==> config.mk <==
export PLATFORM = sky130hd
export DESIGN_NAME = unidad_mult_div
export DESIGN_NICKNAME = d
export VERILOG_FILES = /design/src/rtl/unidad_mult_div_pkg.sv /design/src/rtl/unidad_mult_div.sv
export SDC_FILE = /design/constraint.sdc
export NUM_CORES = 1
export LEC_CHECK = 0
export ABC_AREA = 1
export BUFFER_PORTS_ARGS = -buffer_cell sky130_fd_sc_hd__buf_2
export CAP_MARGIN = 10
export CELL_PAD_IN_SITES_DETAIL_PLACEMENT = 1
export CELL_PAD_IN_SITES_GLOBAL_PLACEMENT = 2
export CORE_MARGIN = 2
export CORE_UTILIZATION = 35
export DETAILED_ROUTE_END_ITERATION = 16
export GPL_ROUTABILITY_DRIVEN = 0
export GPL_TIMING_DRIVEN = 0
export PLACE_DENSITY_LB_ADDON = 0.1
export SKIP_CTS_REPAIR_TIMING = 1
export SLEW_MARGIN = 10
export SYNTH_ARGS = -nofsm -noshare
export SYNTH_HDL_FRONTEND = slang
export SYNTH_SLANG_ARGS = --single-unit
==> constraint.sdc <==
create_clock -name clk -period 4.8 [get_ports clk]
set_input_delay 0.48 -clock clk [delete_from_list [all_inputs] [get_ports clk]]
set_output_delay 0.48 -clock clk [all_outputs]
set_load 0.005 [all_outputs]
==> src/rtl/unidad_mult_div_pkg.sv <==
// unidad_mult_div_pkg: constants shared by the multiply/divide unit and the decode stage.
// Holds operand width, OP encodings and the FSM state encoding.
// No ports; import with `import unidad_mult_div_pkg::*;`.
package unidad_mult_div_pkg;

  localparam int MD_W = 32;

  localparam logic [1:0] OP_MULTU = 2'b00;
  localparam logic [1:0] OP_MULT  = 2'b01;
  localparam logic [1:0] OP_DIVU  = 2'b10;
  localparam logic [1:0] OP_DIV   = 2'b11;

  typedef enum logic [1:0] {
    S_IDLE = 2'b00,
    S_CALC = 2'b01,
    S_FIX  = 2'b10
  } md_state_t;

  // Bit 1 of OP selects divide, bit 0 selects signed.
  function automatic logic op_is_div(input logic [1:0] op);
    return op[1];
  endfunction

  function automatic logic op_is_signed(input logic [1:0] op);
    return op[0];
  endfunction

endpackage

==> src/rtl/unidad_mult_div.sv <==
// unidad_mult_div: iterative 32x32 multiply (shift-add) / 32/32 divide (restoring), HI/LO result registers.
// Latency: accept edge E0, W iterations on E1..EW, sign fix and HI/LO write on EW+1 with DONE pulse.
// Backpressure: START is sampled only while BUSY=0; requests during CALC/FIX are dropped, not queued.
// Ports: clk, rst_n (async active-low); start, op[1:0], a, b in; busy, done, hi, lo, div0 out.
module unidad_mult_div
  import unidad_mult_div_pkg::*;
#(
  parameter int W = MD_W
) (
  input  logic         clk,
  input  logic         rst_n,
  input  logic         start,
  input  logic [1:0]   op,
  input  logic [W-1:0] a,
  input  logic [W-1:0] b,
  output logic         busy,
  output logic         done,
  output logic [W-1:0] hi,
  output logic [W-1:0] lo,
  output logic         div0
);

  md_state_t state_q, state_d;

  logic [5:0]     cnt_q;
  logic [2*W-1:0] acc_q;      // mult: {partial, multiplier}; div: {remainder, dividend/quotient}
  logic [W-1:0]   opnd_q;     // mult: |multiplicand|; div: |divisor|
  logic           is_div_q;
  logic           neg_main_q; // negate product / quotient
  logic           neg_rem_q;  // negate remainder
  logic           div0_pend_q;
  logic           done_q;
  logic [W-1:0]   hi_q, lo_q;
  logic           div0_q;

  // Two's-complement conditional negate, used both for magnitudes and for the final fix.
  function automatic logic [W-1:0] cond_neg(input logic [W-1:0] v, input logic neg);
    return neg ? (~v + 1'b1) : v;
  endfunction

  // Accept-time operand conditioning.
  logic           acc_sa, acc_sb;
  logic [W-1:0]   mag_a, mag_b;

  always_comb begin
    acc_sa = op_is_signed(op) & a[W-1];
    acc_sb = op_is_signed(op) & b[W-1];
    mag_a  = cond_neg(a, acc_sa);
    mag_b  = cond_neg(b, acc_sb);
  end

  // One iteration of each datapath.
  logic [W:0]     mul_sum;
  logic [2*W-1:0] mul_next;
  logic [W:0]     div_shl;
  logic [W:0]     div_trial;
  logic [2*W-1:0] div_next;

  always_comb begin
    mul_sum  = {1'b0, acc_q[2*W-1:W]} + {1'b0, (acc_q[0] ? opnd_q : {W{1'b0}})};
    mul_next = {mul_sum, acc_q[W-1:1]};

    // Shifted partial remainder is W+1 bits; explicit compare keeps the
    // divide-by-zero case well defined (quotient all ones, remainder = dividend).
    div_shl   = acc_q[2*W-1:W-1];
    div_trial = div_shl - {1'b0, opnd_q};
    if (div_shl >= {1'b0, opnd_q}) begin
      div_next = {div_trial[W-1:0], acc_q[W-2:0], 1'b1};
    end else begin
      div_next = {acc_q[2*W-2:0], 1'b0};
    end
  end

  // Final result after sign fix.
  logic [2*W-1:0] prod_fix;

  always_comb begin
    prod_fix = neg_main_q ? (~acc_q + 1'b1) : acc_q;
  end

  // FSM: state register.
  always_ff @(posedge clk or negedge rst_n) begin
    if (!rst_n) begin
      state_q <= S_IDLE;
    end else begin
      state_q <= state_d;
    end
  end

  // FSM: next state.
  always_comb begin
    state_d = state_q;
    case (state_q)
      S_IDLE:  if (start) state_d = S_CALC;
      S_CALC:  if (cnt_q == 6'(W - 1)) state_d = S_FIX;
      S_FIX:   state_d = S_IDLE;
      default: state_d = S_IDLE;
    endcase
  end

  // Datapath and result registers.
  always_ff @(posedge clk or negedge rst_n) begin
    if (!rst_n) begin
      cnt_q       <= '0;
      acc_q       <= '0;
      opnd_q      <= '0;
      is_div_q    <= 1'b0;
      neg_main_q  <= 1'b0;
      neg_rem_q   <= 1'b0;
      div0_pend_q <= 1'b0;
      done_q      <= 1'b0;
      hi_q        <= '0;
      lo_q        <= '0;
      div0_q      <= 1'b0;
    end else begin
      done_q <= 1'b0;
      case (state_q)
        S_IDLE: begin
          if (start) begin
            cnt_q       <= '0;
            is_div_q    <= op_is_div(op);
            neg_main_q  <= acc_sa ^ acc_sb;
            neg_rem_q   <= acc_sa;
            div0_pend_q <= op_is_div(op) && (b == '0);
            if (op_is_div(op)) begin
              acc_q  <= {{W{1'b0}}, mag_a};
              opnd_q <= mag_b;
            end else begin
              acc_q  <= {{W{1'b0}}, mag_b};
              opnd_q <= mag_a;
            end
          end
        end
        S_CALC: begin
          acc_q <= is_div_q ? div_next : mul_next;
          cnt_q <= cnt_q + 6'd1;
        end
        S_FIX: begin
          done_q <= 1'b1;
          div0_q <= div0_pend_q;
          if (is_div_q) begin
            // Remainder sign fix also restores HI = A on divide by zero.
            hi_q <= cond_neg(acc_q[2*W-1:W], neg_rem_q);
            lo_q <= div0_pend_q ? {W{1'b1}} : cond_neg(acc_q[W-1:0], neg_main_q);
          end else begin
            hi_q <= prod_fix[2*W-1:W];
            lo_q <= prod_fix[W-1:0];
          end
        end
        default: ;
      endcase
    end
  end

  assign busy = (state_q != S_IDLE);
  assign done = done_q;
  assign hi   = hi_q;
  assign lo   = lo_q;
  assign div0 = div0_q;

endmodule
==> report_table.html <==
<table>
<tr><th>Metric</th><th>Value</th></tr>
<tr><th colspan="2">Setup path</th></tr>
<tr><td>Reg-to-Reg Start</td><td>acc_q[0]</td></tr>
<tr><td>Startpoint kind of the worst setup timing path</td><td>flip-flop</td></tr>
<tr><td>Number of buffer and inverter stages on the critical path</td><td>4</td></tr>
<tr><td>Required arrival time at the worst endpoint</td><td>5230 ps</td></tr>
<tr><td>Top Family by Delay on Critical Path</td><td>simple AND/OR/NAND/NOR gates</td></tr>
<tr><td>Maximum fanout encountered on the critical timing path</td><td>10</td></tr>
<tr><td>Worst setup path startpoint</td><td>acc_q[0]</td></tr>
<tr><td>Largest incremental delay on the critical path</td><td>540 ps</td></tr>
<tr><td>Cell type of the slowest stage on the worst timing path</td><td>sky130_fd_sc_hd__clkbuf_1</td></tr>
<tr><td>Critical path data arrival time</td><td>3970 ps</td></tr>
<tr><td>Category of the critical setup timing path</td><td>flip-flop to flip-flop</td></tr>
<tr><td>Critical path, cell by cell</td><td>buf_6 &gt; clkbuf_1 &gt; nand2_1 &gt; inv_1 &gt; ha_1 &gt; inv_1 &gt; fa_1 &gt; o21bai_1 &gt; nand2_1 &gt; nand3_1 &gt; nand2_1 &gt; nand2_1 &gt; nand2_1 &gt; nand3_1 &gt; nand3_1 &gt; o21ai_1</td></tr>
<tr><td>Cell with the most instances on the worst path</td><td>sky130_fd_sc_hd__nand2_1</td></tr>
<tr><td>Worst setup EP type</td><td>flip-flop</td></tr>
<tr><th colspan="2">STA</th></tr>
<tr><td>RSZ-0062 raised after global routing</td><td>false</td></tr>
<tr><td>Final number of hold-violating endpoints</td><td>0</td></tr>
<tr><td>Largest clock skew in the final design</td><td>19.0 ps</td></tr>
<tr><td>Final clock period utilization by the worst path</td><td>73.8%</td></tr>
<tr><td>Setup total negative slack</td><td>0 ps</td></tr>
<tr><td>Highest achievable clock rate</td><td>282 MHz</td></tr>
<tr><td>Minimum clock period after layout</td><td>3540 ps</td></tr>
<tr><td>Slew headroom</td><td>25.2%</td></tr>
<tr><td>Actual slew at the worst max-slew pin</td><td>1120 ps</td></tr>
<tr><td>Finish-stage setup viols</td><td>0</td></tr>
<tr><td>Final count of pins violating max slew</td><td>0</td></tr>
<tr><th colspan="2">Synthesis</th></tr>
<tr><td>Adder-Cell Fraction of Synth Area</td><td>4.89%</td></tr>
<tr><td>Number of flops mapped to enable cells by yosys</td><td>0</td></tr>
<tr><td>Post-Syn Instances</td><td>3,224</td></tr>
<tr><td>Number of warning messages in the yosys log</td><td>0</td></tr>
<tr><td>Multiplexer share of the synthesized area</td><td>0%</td></tr>
<tr><td>Top cells by area in the synthesized netlist</td><td>sky130_fd_sc_hd__dfrtp_1, sky130_fd_sc_hd__nand2_1, sky130_fd_sc_hd__inv_1</td></tr>
<tr><td>Flop and latch count out of synthesis</td><td>174</td></tr>
<tr><td>Dominant cell type by area after synthesis</td><td>sky130_fd_sc_hd__dfrtp_1</td></tr>
<tr><td>Syn Nets</td><td>3,364</td></tr>
<tr><td>Area of the mapped netlist</td><td>18,500 µm²</td></tr>
<tr><td>Post-synthesis average cell area</td><td>5.73 µm²</td></tr>
<tr><td>Fraction of the mapped netlist area in compound gates</td><td>13.1%</td></tr>
<tr><td>Dominant combinational cell family by area after synthesis</td><td>simple AND/OR/NAND/NOR gates</td></tr>
<tr><td>Library cells used by synthesis</td><td>51</td></tr>
<tr><td>Main flop type after synthesis</td><td>sky130_fd_sc_hd__dfrtp_1</td></tr>
<tr><td>Parity-gate share of the synthesized area counting xor and xnor cells</td><td>2.66%</td></tr>
<tr><td>Top cell type's share of synthesized area</td><td>23.6%</td></tr>
<tr><td>FFs w/ async S/R, synth</td><td>100%</td></tr>
<tr><td>Portion of the post-synthesis area used by sequential elements</td><td>23.6%</td></tr>
<tr><td>Simple-gate portion of the synthesized area</td><td>43.9%</td></tr>
<tr><th colspan="2">Clock tree</th></tr>
<tr><td>Max Root-Sink Buffers</td><td>2</td></tr>
<tr><td>Clock tree from TritonCTS</td><td>built</td></tr>
<tr><td>Number of buffers created by CTS</td><td>17</td></tr>
<tr><td>Clk_lat worst skew</td><td>510 ps</td></tr>
<tr><td>Depth of the CTS H-tree</td><td>4</td></tr>
<tr><td>Sinks on the clock net</td><td>174</td></tr>
<tr><td>Clock transition at path regs</td><td>80 ps</td></tr>
<tr><td>CTS root buffer</td><td>sky130_fd_sc_hd__clkbuf_16</td></tr>
<tr><th colspan="2">Final layout</th></tr>
<tr><td>Total number of nets in the final design</td><td>3,520</td></tr>
<tr><td>Fraction of the core area covered by cells at the end of the flow</td><td>39.5%</td></tr>
<tr><td>Commonest cells after routing, fill and taps aside</td><td>sky130_fd_sc_hd__nand2_1, sky130_fd_sc_hd__inv_1, sky130_fd_sc_hd__nand3_1</td></tr>
<tr><td>Area growth from synthesis to final layout</td><td>11.9%</td></tr>
<tr><td>Fraction of final layout cells sized beyond drive strength 1</td><td>7.31%</td></tr>
<tr><td>Fillers</td><td>7,346</td></tr>
<tr><td>Inserted Diodes</td><td>0</td></tr>
<tr><td>Leading cell type in the layout, fill and taps excluded</td><td>sky130_fd_sc_hd__nand2_1</td></tr>
<tr><th colspan="2">GRT</th></tr>
<tr><td>Initial antenna violation count</td><td>0</td></tr>
<tr><td>First-pass GRT wire length</td><td>137,000 µm</td></tr>
<tr><td>Pin count of the biggest net entering global routing</td><td>78</td></tr>
<tr><td>GRT overflow</td><td>0</td></tr>
<tr><td>Total track usage</td><td>33.9%</td></tr>
<tr><td>Number of global-route vias before repair</td><td>22.1k</td></tr>
<tr><th colspan="2">Power and ir drop</th></tr>
<tr><td>Leakage power</td><td>11.2 nW</td></tr>
<tr><td>Internal power consumption</td><td>0.00659 W</td></tr>
<tr><td>Power per standard cell area</td><td>820 nW/µm²</td></tr>
<tr><td>Share of total power in sequential cells</td><td>19.8%</td></tr>
<tr><td>Worst-case vdd ir drop</td><td>0.374 mV</td></tr>
<tr><td>Fraction of power spent switching nets</td><td>61.1%</td></tr>
<tr><td>Proportion of power drawn by combinational gates</td><td>71.6%</td></tr>
<tr><td>Clock network power share</td><td>8.7%</td></tr>
<tr><td>NetSw</td><td>0.0103 W</td></tr>
<tr><th colspan="2">Die</th></tr>
<tr><td>Initial core utilization</td><td>35.3%</td></tr>
<tr><td>Std-Cell Core Area</td><td>52,300 µm²</td></tr>
<tr><td>Total die area</td><td>54,600 µm²</td></tr>
<tr><td>Die boundary width</td><td>234 µm</td></tr>
<tr><td>Floorplan die height</td><td>234 µm</td></tr>
<tr><td>Top-level port count</td><td>136</td></tr>
<tr><td>Count of standard-cell rows</td><td>84</td></tr>
<tr><th colspan="2">Routing</th></tr>
<tr><td>Post-DR wirelength/cell</td><td>22.6 µm</td></tr>
<tr><td>DRC</td><td>0</td></tr>
<tr><td>Number of routed nets with antenna violations</td><td>0</td></tr>
<tr><td>Final wirelength</td><td>92,200 µm</td></tr>
<tr><td>Number of DRC markers after the initial detailed-route iteration</td><td>1,653</td></tr>
<tr><td>Via density per instance</td><td>5.47</td></tr>
<tr><td>Count of TritonRoute iterations in the first routing pass</td><td>5</td></tr>
<tr><td>Vias</td><td>22.3k</td></tr>
<tr><th colspan="2">Flow run</th></tr>
<tr><td>Reported max-cap violation count</td><td>0</td></tr>
<tr><th colspan="2">Outcome</th></tr>
<tr><td>Run status</td><td>completed</td></tr>
<tr><th colspan="2">Hold path</th></tr>
<tr><td>Hold Path Class</td><td>input port to flip-flop</td></tr>
<tr><td>Beginning of the worst hold path</td><td>b[31]</td></tr>
<tr><th colspan="2">Placement</th></tr>
<tr><td>Detailed-placement wirelength estimate</td><td>77,000 µm</td></tr>
<tr><td>Number of port buffers</td><td>134</td></tr>
</table>
-- path summary, 6_finish.rpt --
check                             end  slack (ps)  depth (start not counted)
min in group asynchronous  opnd_q[27]         400                          2
setup reg to reg            acc_q[47]        1260                         16
hold / removal             neg_main_q         340                          2
setup / recovery            acc_q[47]        1260                         16
max in group asynchronous       hi[2]        3300                          4
hold reg to reg            state_q[1]         450                          1
-- worst reg2reg max path: stages (launching register included) --
cell	delay, ps
sky130_fd_sc_hd__dfrtp_1	350
sky130_fd_sc_hd__buf_6	180
sky130_fd_sc_hd__clkbuf_1	540
sky130_fd_sc_hd__nand2_1	110
sky130_fd_sc_hd__inv_1	80
sky130_fd_sc_hd__ha_1	280
sky130_fd_sc_hd__inv_1	120
sky130_fd_sc_hd__fa_1	410
sky130_fd_sc_hd__o21bai_1	300
sky130_fd_sc_hd__nand2_1	90
sky130_fd_sc_hd__nand3_1	240
sky130_fd_sc_hd__nand2_1	120
sky130_fd_sc_hd__nand2_1	110
sky130_fd_sc_hd__nand2_1	60
sky130_fd_sc_hd__nand3_1	90
sky130_fd_sc_hd__nand3_1	190
sky130_fd_sc_hd__o21ai_1	180
-- final cells by class --
| class | instances | area (µm²) | area share (%) |
|---|---|---|---|
| plain buffers | 106 | 459 | 2.22 |
| multi-input cells | 2481 | 11900 | 57.6 |
| repair buffers | 137 | 746 | 3.61 |
| inverters | 463 | 1740 | 8.42 |
| flip-flops and latches | 174 | 4350 | 21.1 |
| clock inverters | 15 | 174 | 0.842 |
| clock buffers | 17 | 425 | 2.06 |
| well taps | 688 | 861 | 4.17 |
-- per-stage QoR --
step	worst slack, ps	cells	power, W	instance area, µm²	hold slack [ps]
global route	1100	4081	0.0184	20700	323
detailed placement	1350	4048	0.0152	20100	349
global placement	137	4046	0.0149	20000	418
finish	1260	4081	0.0169	20700	337
CTS	1330	4080	0.0167	20700	-206
floorplan	2420	3224	0.0107	18500	184
-- power groups by stage --
stage / Clock (W) / Combinational (W) / Sequential (W)
after floorplan: 0 / 0.00798 / 0.00271
after global placement: 0 / 0.0116 / 0.00330
after detailed placement: 0 / 0.0118 / 0.00332
after CTS: 0.00149 / 0.0119 / 0.00329
after global routing: 0.00154 / 0.0135 / 0.00338
final: 0.00147 / 0.0121 / 0.00335
-- synth_stat cells (2+ instances only) --
cell type / instances
sky130_fd_sc_hd__xnor2_1: 7
sky130_fd_sc_hd__ha_1: 69
sky130_fd_sc_hd__a21o_1: 4
sky130_fd_sc_hd__o21ai_0: 155
sky130_fd_sc_hd__nand3_1: 329
sky130_fd_sc_hd__nand3_4: 2
sky130_fd_sc_hd__o32ai_1: 6
sky130_fd_sc_hd__nand2_1: 1137
sky130_fd_sc_hd__buf_2: 25
sky130_fd_sc_hd__a21oi_1: 138
sky130_fd_sc_hd__buf_1: 14
sky130_fd_sc_hd__nand4_1: 43
sky130_fd_sc_hd__xor2_1: 49
sky130_fd_sc_hd__a211o_1: 2
sky130_fd_sc_hd__a31oi_1: 11
sky130_fd_sc_hd__nand2_2: 7
sky130_fd_sc_hd__o31ai_1: 3
sky130_fd_sc_hd__a21boi_1: 2
sky130_fd_sc_hd__nand3_2: 6
sky130_fd_sc_hd__dfrtp_1: 174
sky130_fd_sc_hd__nor2_2: 9
sky130_fd_sc_hd__o211ai_1: 28
sky130_fd_sc_hd__o221ai_1: 10
sky130_fd_sc_hd__inv_1: 452
sky130_fd_sc_hd__nor3_1: 29
sky130_fd_sc_hd__o21ai_1: 12
sky130_fd_sc_hd__inv_2: 7
sky130_fd_sc_hd__a21boi_0: 13
sky130_fd_sc_hd__fa_1: 2
sky130_fd_sc_hd__nand3b_1: 17
sky130_fd_sc_hd__and2_1: 4
sky130_fd_sc_hd__clkbuf_1: 63
sky130_fd_sc_hd__nor3_2: 2
sky130_fd_sc_hd__and3_1: 2
sky130_fd_sc_hd__a22oi_1: 13
sky130_fd_sc_hd__buf_6: 4
sky130_fd_sc_hd__nor2_4: 8
sky130_fd_sc_hd__o21bai_1: 12
sky130_fd_sc_hd__clkinv_1: 3
sky130_fd_sc_hd__nor2_1: 325
sky130_fd_sc_hd__or2_2: 6
sky130_fd_sc_hd__nor4_1: 4
sky130_fd_sc_hd__o22ai_1: 8
-- kinds of logic after synthesis --
group | after synthesis
fa+ha+maj | 71
xor+xnor | 56
simple gates | 1932
flops | 174
compound gates | 422
buf+inv | 569
-- sequential cells by signal, indices dropped and copies added (netlist names) --
register	flops
div0_pend_q	1
hi	32
state_q	2
done	1
neg_main_q	1
neg_rem_q	1
is_div_q	1
opnd_q	32
acc_q	64
div0	1
cnt_q	6
lo	32
-- per-layer routing --
layer	vias up	part of all wire, %	track usage [%]
met5	-	0	0
met4	0	4.3	15.0
met3	117	5.7	4.57
met2	700	44	53.3
met1	10900	46	46.2
li1	10600	-	-
No activity file was read; power rests on OpenSTA's default activity.
